**src/rtl/pcs_pkg.sv**
```systemverilog
// Shared types and constants for the 1000BASE-X PCS receive path.
package pcs_pkg;

  // Synchronization FSM states, 4-bit encoding exposed on sync_state
  typedef enum logic [3:0] {
    LOSS_OF_SYNC     = 4'd0,
    COMMA_DETECT_1   = 4'd1,
    ACQUIRE_SYNC_1   = 4'd2,
    COMMA_DETECT_2   = 4'd3,
    ACQUIRE_SYNC_2   = 4'd4,
    COMMA_DETECT_3   = 4'd5,
    SYNC_ACQUIRED_1  = 4'd6,
    SYNC_ACQUIRED_2  = 4'd7,
    SYNC_ACQUIRED_2A = 4'd8,
    SYNC_ACQUIRED_3  = 4'd9,
    SYNC_ACQUIRED_3A = 4'd10,
    SYNC_ACQUIRED_4  = 4'd11,
    SYNC_ACQUIRED_4A = 4'd12
  } sync_state_e;

  // K28.5 code groups at negative and positive running disparity
  localparam logic [9:0] K28_5_RDN = 10'b0011111010;
  localparam logic [9:0] K28_5_RDP = 10'b1100000101;

  // Seven-bit comma patterns found in bits a..g of a code group
  localparam logic [6:0] COMMA_P = 7'b0011111;
  localparam logic [6:0] COMMA_N = 7'b1100000;

  // True for every state in which the link is considered synchronized
  function automatic logic is_sync_ok(input sync_state_e s);
    return (s inside {SYNC_ACQUIRED_1, SYNC_ACQUIRED_2, SYNC_ACQUIRED_2A,
                      SYNC_ACQUIRED_3, SYNC_ACQUIRED_3A,
                      SYNC_ACQUIRED_4, SYNC_ACQUIRED_4A});
  endfunction

endpackage

```
**src/rtl/pcs_comma_detect.sv**
```systemverilog
// Combinational comma flag: either polarity of the seven-bit comma in bits a..g.
module pcs_comma_detect
  import pcs_pkg::*;
(
  input  logic [9:0] i_code_group,
  output logic       o_comma
);

  logic [6:0] w_head;

  assign w_head  = i_code_group[9:3];
  assign o_comma = (w_head == COMMA_P) || (w_head == COMMA_N);

endmodule

```
**src/rtl/pcs_sync.sv**
```systemverilog
// PCS receive synchronization: comma qualification, rx_even tracking,
// sync_status generation and a saturating loss-of-sync event counter.
module pcs_sync
  import pcs_pkg::*;
#(
  parameter int unsigned GOOD_CGS_MAX = 3,
  parameter int unsigned LOSS_CNT_W   = 8
) (
  input  logic                  clk,
  input  logic                  RESET,
  input  logic                  signal_detect,
  input  logic [9:0]            rx_code_group,
  input  logic                  rx_cg_valid,
  input  logic                  rx_cg_is_k,
  output logic [9:0]            rx_code_group_out,
  output logic                  sync_status,
  output logic                  rx_even,
  output logic [3:0]            sync_state,
  output logic [LOSS_CNT_W-1:0] loss_cnt
);

  localparam logic [1:0] GOOD_MAX = 2'(GOOD_CGS_MAX);

  sync_state_e           r_state;
  logic                  r_rx_even;
  logic [1:0]            r_good_cgs;
  logic                  r_sync_status;
  logic [9:0]            r_code_group_out;
  logic [LOSS_CNT_W-1:0] r_loss_cnt;

  sync_state_e           w_state_next;
  logic                  w_even_next;
  logic [1:0]            w_good_next;
  logic                  w_sync_next;
  logic                  w_loss_evt;
  logic                  w_comma;
  logic                  w_cgbad;
  logic                  w_data;

  pcs_comma_detect u_comma (
    .i_code_group (rx_code_group),
    .o_comma      (w_comma)
  );

  // A comma on an odd slot (rx_even already 1) is a misaligned comma.
  assign w_cgbad = !rx_cg_valid || (w_comma && r_rx_even);
  assign w_data  = rx_cg_valid && !rx_cg_is_k;

  // Next-state and entry actions; every (re)entry toggles rx_even except
  // the COMMA_DETECT states, which force the comma onto an even slot.
  always_comb begin
    w_state_next = r_state;
    w_even_next  = ~r_rx_even;
    w_good_next  = r_good_cgs;
    if (!signal_detect) begin
      w_state_next = LOSS_OF_SYNC;
      w_good_next  = 2'd0;
    end else begin
      unique case (r_state)
        LOSS_OF_SYNC: begin
          if (w_comma) begin
            w_state_next = COMMA_DETECT_1;
            w_even_next  = 1'b1;
          end
        end
        COMMA_DETECT_1: w_state_next = w_data ? ACQUIRE_SYNC_1 : LOSS_OF_SYNC;
        COMMA_DETECT_2: w_state_next = w_data ? ACQUIRE_SYNC_2 : LOSS_OF_SYNC;
        COMMA_DETECT_3: w_state_next = w_data ? SYNC_ACQUIRED_1 : LOSS_OF_SYNC;
        ACQUIRE_SYNC_1: begin
          if (w_cgbad) begin
            w_state_next = LOSS_OF_SYNC;
          end else if (w_comma && !r_rx_even) begin
            w_state_next = COMMA_DETECT_2;
            w_even_next  = 1'b1;
          end
        end
        ACQUIRE_SYNC_2: begin
          if (w_cgbad) begin
            w_state_next = LOSS_OF_SYNC;
          end else if (w_comma && !r_rx_even) begin
            w_state_next = COMMA_DETECT_3;
            w_even_next  = 1'b1;
          end
        end
        SYNC_ACQUIRED_1: begin
          if (w_cgbad) begin
            w_state_next = SYNC_ACQUIRED_2;
            w_good_next  = 2'd0;
          end
        end
        SYNC_ACQUIRED_2: begin
          if (w_cgbad) begin
            w_state_next = SYNC_ACQUIRED_3;
            w_good_next  = 2'd0;
          end else begin
            w_state_next = SYNC_ACQUIRED_2A;
            w_good_next  = 2'd1;
          end
        end
        SYNC_ACQUIRED_2A: begin
          if (w_cgbad) begin
            w_state_next = SYNC_ACQUIRED_3;
            w_good_next  = 2'd0;
          end else if (r_good_cgs == GOOD_MAX) begin
            w_state_next = SYNC_ACQUIRED_1;
            w_good_next  = 2'd0;
          end else begin
            w_good_next  = r_good_cgs + 2'd1;
          end
        end
        SYNC_ACQUIRED_3: begin
          if (w_cgbad) begin
            w_state_next = SYNC_ACQUIRED_4;
            w_good_next  = 2'd0;
          end else begin
            w_state_next = SYNC_ACQUIRED_3A;
            w_good_next  = 2'd1;
          end
        end
        SYNC_ACQUIRED_3A: begin
          if (w_cgbad) begin
            w_state_next = SYNC_ACQUIRED_4;
            w_good_next  = 2'd0;
          end else if (r_good_cgs == GOOD_MAX) begin
            w_state_next = SYNC_ACQUIRED_2;
            w_good_next  = 2'd0;
          end else begin
            w_good_next  = r_good_cgs + 2'd1;
          end
        end
        SYNC_ACQUIRED_4: begin
          if (w_cgbad) begin
            w_state_next = LOSS_OF_SYNC;
            w_good_next  = 2'd0;
          end else begin
            w_state_next = SYNC_ACQUIRED_4A;
            w_good_next  = 2'd1;
          end
        end
        SYNC_ACQUIRED_4A: begin
          if (w_cgbad) begin
            w_state_next = LOSS_OF_SYNC;
            w_good_next  = 2'd0;
          end else if (r_good_cgs == GOOD_MAX) begin
            w_state_next = SYNC_ACQUIRED_3;
            w_good_next  = 2'd0;
          end else begin
            w_good_next  = r_good_cgs + 2'd1;
          end
        end
        default: begin
          w_state_next = LOSS_OF_SYNC;
          w_good_next  = 2'd0;
        end
      endcase
    end
  end

  assign w_sync_next = is_sync_ok(w_state_next);
  assign w_loss_evt  = is_sync_ok(r_state) && (w_state_next == LOSS_OF_SYNC);

  // State, entry actions, loss counter and the output pipeline register
  always_ff @(posedge clk) begin
    if (RESET) begin
      r_state          <= LOSS_OF_SYNC;
      r_rx_even        <= 1'b0;
      r_good_cgs       <= 2'd0;
      r_sync_status    <= 1'b0;
      r_code_group_out <= 10'h000;
      r_loss_cnt       <= '0;
    end else begin
      r_state          <= w_state_next;
      r_rx_even        <= w_even_next;
      r_good_cgs       <= w_good_next;
      r_sync_status    <= w_sync_next;
      r_code_group_out <= rx_code_group;
      if (w_loss_evt && (r_loss_cnt != {LOSS_CNT_W{1'b1}})) begin
        r_loss_cnt <= r_loss_cnt + 1'b1;
      end
    end
  end

  assign rx_code_group_out = r_code_group_out;
  assign sync_status       = r_sync_status;
  assign rx_even           = r_rx_even;
  assign sync_state        = r_state;
  assign loss_cnt          = r_loss_cnt;

endmodule
```
**config.mk**
```make
export PLATFORM = sky130hd
export DESIGN_NAME = pcs_sync
export DESIGN_NICKNAME = d
export VERILOG_FILES = /design/src/rtl/pcs_pkg.sv /design/src/rtl/pcs_comma_detect.sv /design/src/rtl/pcs_sync.sv
export SDC_FILE = /design/constraint.sdc
export NUM_CORES = 1
export LEC_CHECK = 0
export BUFFER_PORTS_ARGS = -buffer_cell sky130_fd_sc_hd__buf_2
export CORE_AREA = 2 2 62 64
export DETAILED_ROUTE_END_ITERATION = 16
export DIE_AREA = 0 0 64 66
export GPL_TIMING_DRIVEN = 0
export PLACE_DENSITY_LB_ADDON = 0.12
export SYNTH_ARGS = -nofsm -noshare
export SYNTH_HDL_FRONTEND = slang
export SYNTH_SLANG_ARGS = --single-unit
```
**constraint.sdc**
```tcl
create_clock -name clk -period 4.1 [get_ports clk]
set_clock_uncertainty 0.05 [all_clocks]
set_input_delay 0.82 -clock clk [delete_from_list [all_inputs] [get_ports clk]]
set_output_delay 0.82 -clock clk [all_outputs]
set_load 0.01 [all_outputs]
```
==> impl_metrics.json, run 1 <==
{
  "synthFlopType": "dfxtp_1",
  "synth_nets": 176,
  "yosys.area.top_type_share_pct": 38.6,
  "vdd.ir_drop.worst_mv": 0.114,
  "synth.lib_cells_used.distinct": 41,
  "cts.repair.resized": 0,
  "min-delay-start": "loss_cnt[6]$_SDFFE_PP0P_",
  "placement.cell_area_um2": 1600,
  "area_growth_pct": 22.4,
  "gp_congestion": 0.874,
  "placement_rows": 22,
  "port-buffer-count": 38,
  "initial_standard_cell_utilization_of_the_core_pct": 38.0,
  "boundaryPins": 39,
  "timing.fmax_ghz": 0.399,
  "p_leak_uw": 0.000683,
  "firstDrtPassIters": 4,
  "preCtsSetupSlack_ps": 1230,
  "timing.critical_path.from": "rx_code_group[4]",
  "cts_htree_levels": 1,
  "design.core.area_um2": 3550,
  "post_synth_instance_area_um2": 1350,
  "synth-edff-count": 0,
  "synthArstFlopShare_pct": 0,
  "cp-end-kind": "register",
  "slew_headroom_pct": 67.1,
  "die-height_um": 66,
  "clock-sinks": 26,
  "tritoncts.num_buffers": 3,
  "timing.final.setup_violations": 0,
  "worst_setup_path_start_kind": "primary input",
  "drt_first_iter_violations": 109,
  "final_hold_viol_count": 0,
  "timing.critical_path.arrival_ps": 2700,
  "tightestPinTransition_ps": 493,
  "power_per_cell_area_nw_per_um2": 290,
  "grt.total_usage_pct": 15.9,
  "critical_path_class": "in2reg",
  "cts-hold-fix-buffers": 0,
  "cts_root_buffer": "clkbuf_4",
  "vias_in_the_first_global_route": 1189,
  "synth-warning-count": 0,
  "insertion_delay_ps": 330,
  "cts.clk_slew.worst_paths_ps": 150,
  "regToRegStartpoint": "rx_even$_SDFF_PP0_",
  "critPathSlowestCell": "or3_1",
  "timing.final.crit_share_pct": 61.2,
  "setup_slack_ps": 1590,
  "total_routed_length_mm": 3.28,
  "drt_drc_violations_left": 0,
  "cpLargestDelayFamily": "simple AND/OR/NAND/NOR gates",
  "crit_path_cell_trace": "buf_2, or3_1, o22a_1, o311ai_1, nand2_2, nor3_1, mux2_2",
  "clk_buf_depth": 2,
  "fin_worst_hold_slack_ps": 457,
  "cp_data_required_time_ps": 4290,
  "rsz_0062_raised_after_global_routing": "no",
  "status": "finished, final reports clean",
  "period_minus_slack_ps": 2510,
  "grt_max_degree": 16,
  "cp.buffers_inverters": 1,
  "gr-total-overflow": 0,
  "timing_max_transition_violations_final": 0,
  "route.detailed.wl_per_inst_um": 13.2,
  "antenna-diode-count": 0,
  "setup_total_negative_slack_ps": 0,
  "antenna_found_initial": 0,
  "ys_seq_area_share_pct": 38.6,
  "detail-route-antenna-nets": 0,
  "average_instance_area_after_synthesis_um2": 8.48,
  "synthCells": 159,
  "synth_area_leaders": "dfxtp_1 (39%), nor2b_1 (8.8%), nor2_1 (3.9%)",
  "synthMostInstantiatedCell": "dfxtp_1",
  "design_area_um2": 1650,
  "detailroute.via_count": 1347,
  "layout.nets": 219,
  "worstPathMaxFanout": 10,
  "cts_tree": "done",
  "synth.ff_latch_count": 26,
  "detailedPlacementHpwl_mm": 2.47,
  "cts_setup_buffers": 0,
  "die_w_um": 64,
  "crit_path_max_incr_delay_ps": 370,
  "die_area_um2": 4220,
  "avg_vias_per_cell": 5.41,
  "global_route_wire_length_before_repair_mm": 5.24,
  "share_of_cells_above_drive_strength_1_pct": 25.9,
  "holdCritPathClass": "reg2reg",
  "synthDominantAreaCellType": "dfxtp_1",
  "maxCapViolCount": 0,
  "synthTopCellsByCount": "dfxtp_1 (26), nor2b_1 (19), nor2_1 (14)"
}
[sequential cells by signal, indices dropped and copies added (netlist names)]
register           flops
rx_code_group_out     10
r_good_cgs             2
rx_even                1
sync_status            1
loss_cnt               8
sync_state             4
[final cells by class]
class                           count  area [µm²]
Fill cell                         351        1900
Multi-Input combinational cell    123         791
Sequential cell                    26         520
Timing Repair Buffer               38         190
Tap cell                           48        60.1
Clock inverter                      1        30.0
Clock buffer                        3        22.5
Buffer                              6        22.5
Inverter                            4        15.0
[through the flow]
step	total power [µW]	std cells	util, %
after detailed placement	303	245	45.0
after floorplan	283	159	-
after global placement	302	245	45.0
after CTS	483	249	46.5
final	478	249	46.5
after global routing	500	249	46.5
[per-layer routing]
metal	vias to the layer above	GRT usage, %	routed length (µm)
met5	-	0	0
met4	0	7.88	46
met3	5	3.75	225
met2	46	26.2	1570
met1	628	19.3	1440
li1	668	-	-
[path summary, 6_finish.rpt]
| kind | endpoint | slack, ps | cells after the start |
|---|---|---|---|
| worst max-delay path | loss_cnt[5]$_SDFFE_PP0P_ | 1590 | 7 |
| worst min register to register | loss_cnt[6]$_SDFFE_PP0P_ | 460 | 1 |
| worst max register to register | loss_cnt[5]$_SDFFE_PP0P_ | 1850 | 6 |
| worst min-delay path | loss_cnt[6]$_SDFFE_PP0P_ | 460 | 1 |
[power by group]
part           leakage (µW)  switching, µW  internal (µW)  total, µW
clock network     0.0000279           82.4           98.9        181
registers          0.000212           1.94            259        261
logic              0.000442           20.3           16.1       36.4
[kinds of logic (layout without fill, tap and decap cells)]
logic type	count (synthesis)	count (layout)	share of synthesized area, %
xor gates and xnor gates	1	1	0.649
AOI/OAI and AO/OA	38	38	19.2
adders and majority gates	2	2	1.85
and+or+nand+nor	76	76	32.1
muxes	6	6	4.82
DFF	26	26	38.6
buffers and inverters	10	52	2.78
[layout by cell type, fill, tap and decap left out, types with 6 or more instances in the layout]
cell,count
buf_2,38
dfxtp_1,26
nor2b_1,19
nor2_1,14
o21ai_0,9
nand3_1,7
nand2_1,6
nand2b_1,6
a21oi_1,6
Note: power is estimated with default switching activity, not from simulation.
==> run 2: changes to the inputs <==
==> constraint.sdc (replaced) <==
create_clock -name clk -period 2 [get_ports clk]
set_clock_uncertainty 0.05 [all_clocks]
set_input_delay 0.4 -clock clk [delete_from_list [all_inputs] [get_ports clk]]
set_output_delay 0.4 -clock clk [all_outputs]
set_load 0.01 [all_outputs]
==> impl_metrics.json, run 2 (synthesis results as in run 1) <==
{
  "status": "finished, final reports clean",
  "gr-total-overflow": 0,
  "antenna-diode-count": 0,
  "hold_path_depth": 2,
  "power_frac_clock_pct": 37.7,
  "route.detailed.wl_per_inst_um": 13.6,
  "gp_congestion": 0.856,
  "timing.fmax_ghz": 0.512,
  "p_switching_uw": 221,
  "timing.critical_path.arrival_ps": 2150,
  "p_leak_uw": 0.000731,
  "maxCapViolCount": 0,
  "placement_rows": 22,
  "power.combinational.fraction_pct": 8.6,
  "preCtsSetupSlack_ps": -373,
  "slew_headroom_pct": 66.5,
  "cts_tree": "done",
  "layout.nets": 222,
  "r2r.worst_path.cells": 6,
  "detail-route-antenna-nets": 0,
  "port-buffer-count": 38,
  "boundaryPins": 39,
  "dp_cells": 245,
  "cts.clk_slew.worst_paths_ps": 150,
  "multi_input_comb_area_um2": 893,
  "swShare_pct": 22.3,
  "final_hold_viol_count": 0,
  "share_of_cells_above_drive_strength_1_pct": 34.8,
  "critical_path_class": "in2reg",
  "cp-end-kind": "register",
  "largest_register_ff_count": 10,
  "power_per_cell_area_nw_per_um2": 556,
  "fin_worst_hold_slack_ps": 214,
  "detailroute.via_count": 1388,
  "design.core.area_um2": 3550,
  "cp_data_required_time_ps": 2200,
  "power.sequential.fraction_pct": 53.7,
  "cts_root_buffer": "clkbuf_4",
  "clock-sinks": 26,
  "vias_in_the_first_global_route": 1277,
  "timing.final.crit_share_pct": 97.6,
  "worstPathMaxFanout": 5,
  "antenna_found_initial": 0,
  "global_route_wire_length_before_repair_mm": 5.61,
  "insertion_delay_ps": 330,
  "cts_htree_levels": 1,
  "period_minus_slack_ps": 1950,
  "setup_slack_ps": 48.6,
  "mostFrequentLayoutCells": "buf_2 (38), dfxtp_1 (23), nor2b_1 (19)",
  "mostFrequentLayoutCell": "buf_2",
  "drt_drc_violations_left": 0,
  "tightestPinTransition_ps": 502,
  "timing.critical_path.from": "rx_code_group[4]",
  "grt_max_degree": 16,
  "die_w_um": 64,
  "area_growth_pct": 32.1,
  "timing.final.setup_violations": 0,
  "tritoncts.num_buffers": 3,
  "finish.cell_count_without_fillers": 252,
  "vdd.ir_drop.worst_mv": 0.239,
  "holdCritPathClass": "in2reg",
  "worst_setup_path_start_kind": "primary input",
  "power_uw": 990,
  "rsz_0062_raised_after_global_routing": "no",
  "regToRegStartpoint": "rx_even$_SDFF_PP0_",
  "internal-power_uw": 770,
  "clk_buf_depth": 2,
  "avg_vias_per_cell": 5.51,
  "final.fill_count": 357,
  "cts-hold-fix-buffers": 0,
  "total_routed_length_mm": 3.43,
  "detailedPlacementHpwl_mm": 2.50,
  "initial_standard_cell_utilization_of_the_core_pct": 38.0,
  "regArea_um2": 527,
  "die-height_um": 66,
  "drt_first_iter_violations": 58,
  "timing_max_transition_violations_final": 0,
  "min-delay-start": "rx_code_group[0]",
  "grt.total_usage_pct": 16.5,
  "firstDrtPassIters": 4,
  "die_area_um2": 4220
}
-- run 2: cell types whose count changed in the layout (fill, tap and decap cells not counted), sizes merged --
cell / delta
nand2: +1
buf: +1
clkbuf: +1
-- run 2: final timing paths --
check / end / slack, ps
max reg2reg: loss_cnt[7]$_SDFFE_PP0P_ / 60
min reg2reg: r_good_cgs[1]$_SDFFE_PP0P_ / 470
min: rx_code_group_out[0]$_SDFF_PP0_ / 210
max: loss_cnt[7]$_SDFFE_PP0P_ / 50
-- run 2: layout make-up --
| cell class | count | share of cell area [%] |
|---|---|---|
| Multi-Input combinational cell | 124 | 50.1 |
| Sequential cell | 26 | 29.6 |
| Timing Repair Buffer | 40 | 11.5 |
| Tap cell | 48 | 3.37 |
| Clock inverter | 1 | 1.69 |
| Buffer | 6 | 1.62 |
| Clock buffer | 3 | 1.26 |
| Inverter | 4 | 0.843 |
-- run 2: per-layer routing --
metal | GRT usage (%) | wire, µm
met5 | 0 | 0
met4 | 5.71 | 34
met3 | 2.39 | 220
met2 | 27.6 | 1690
met1 | 21.6 | 1490
-- run 2: power groups by stage --
stage	sequential [µW]	combinational [µW]	clock (µW)
4_1_cts	534	85.1	376
3_3_place_gp	545	76.9	0
6_report	532	84.7	374
5_1_grt	533	93.7	397
2_1_floorplan	552	31.3	0
3_5_place_dp	546	79.0	0
-- run 2: worst max-delay path, cell delays in order --
cell and delay, ps:
buf_2 130, or3_1 360, o22a_2 270, o311ai_4 330
nand2_4 140, nor3_2 180, mux2_2 340
-- run 2: repair_timing --
item                                    4_1_cts  5_1_grt
gates cloned                                  1        0
pin swaps                                     2        3
buffers inserted                              2        0
endpoints found under the setup margin        9        8
resized for setup                             7       14
-- run 2: metrics by stage --
stage	setup TNS, ps	area (µm²)	utilization [%]
3_5_place_dp	-2980	1650	46.6
3_3_place_gp	-2570	1650	46.6
5_1_grt	0	1780	50.2
6_report	0	1780	50.2
2_1_floorplan	-245	1400	-
4_1_cts	-9.09	1750	49.3
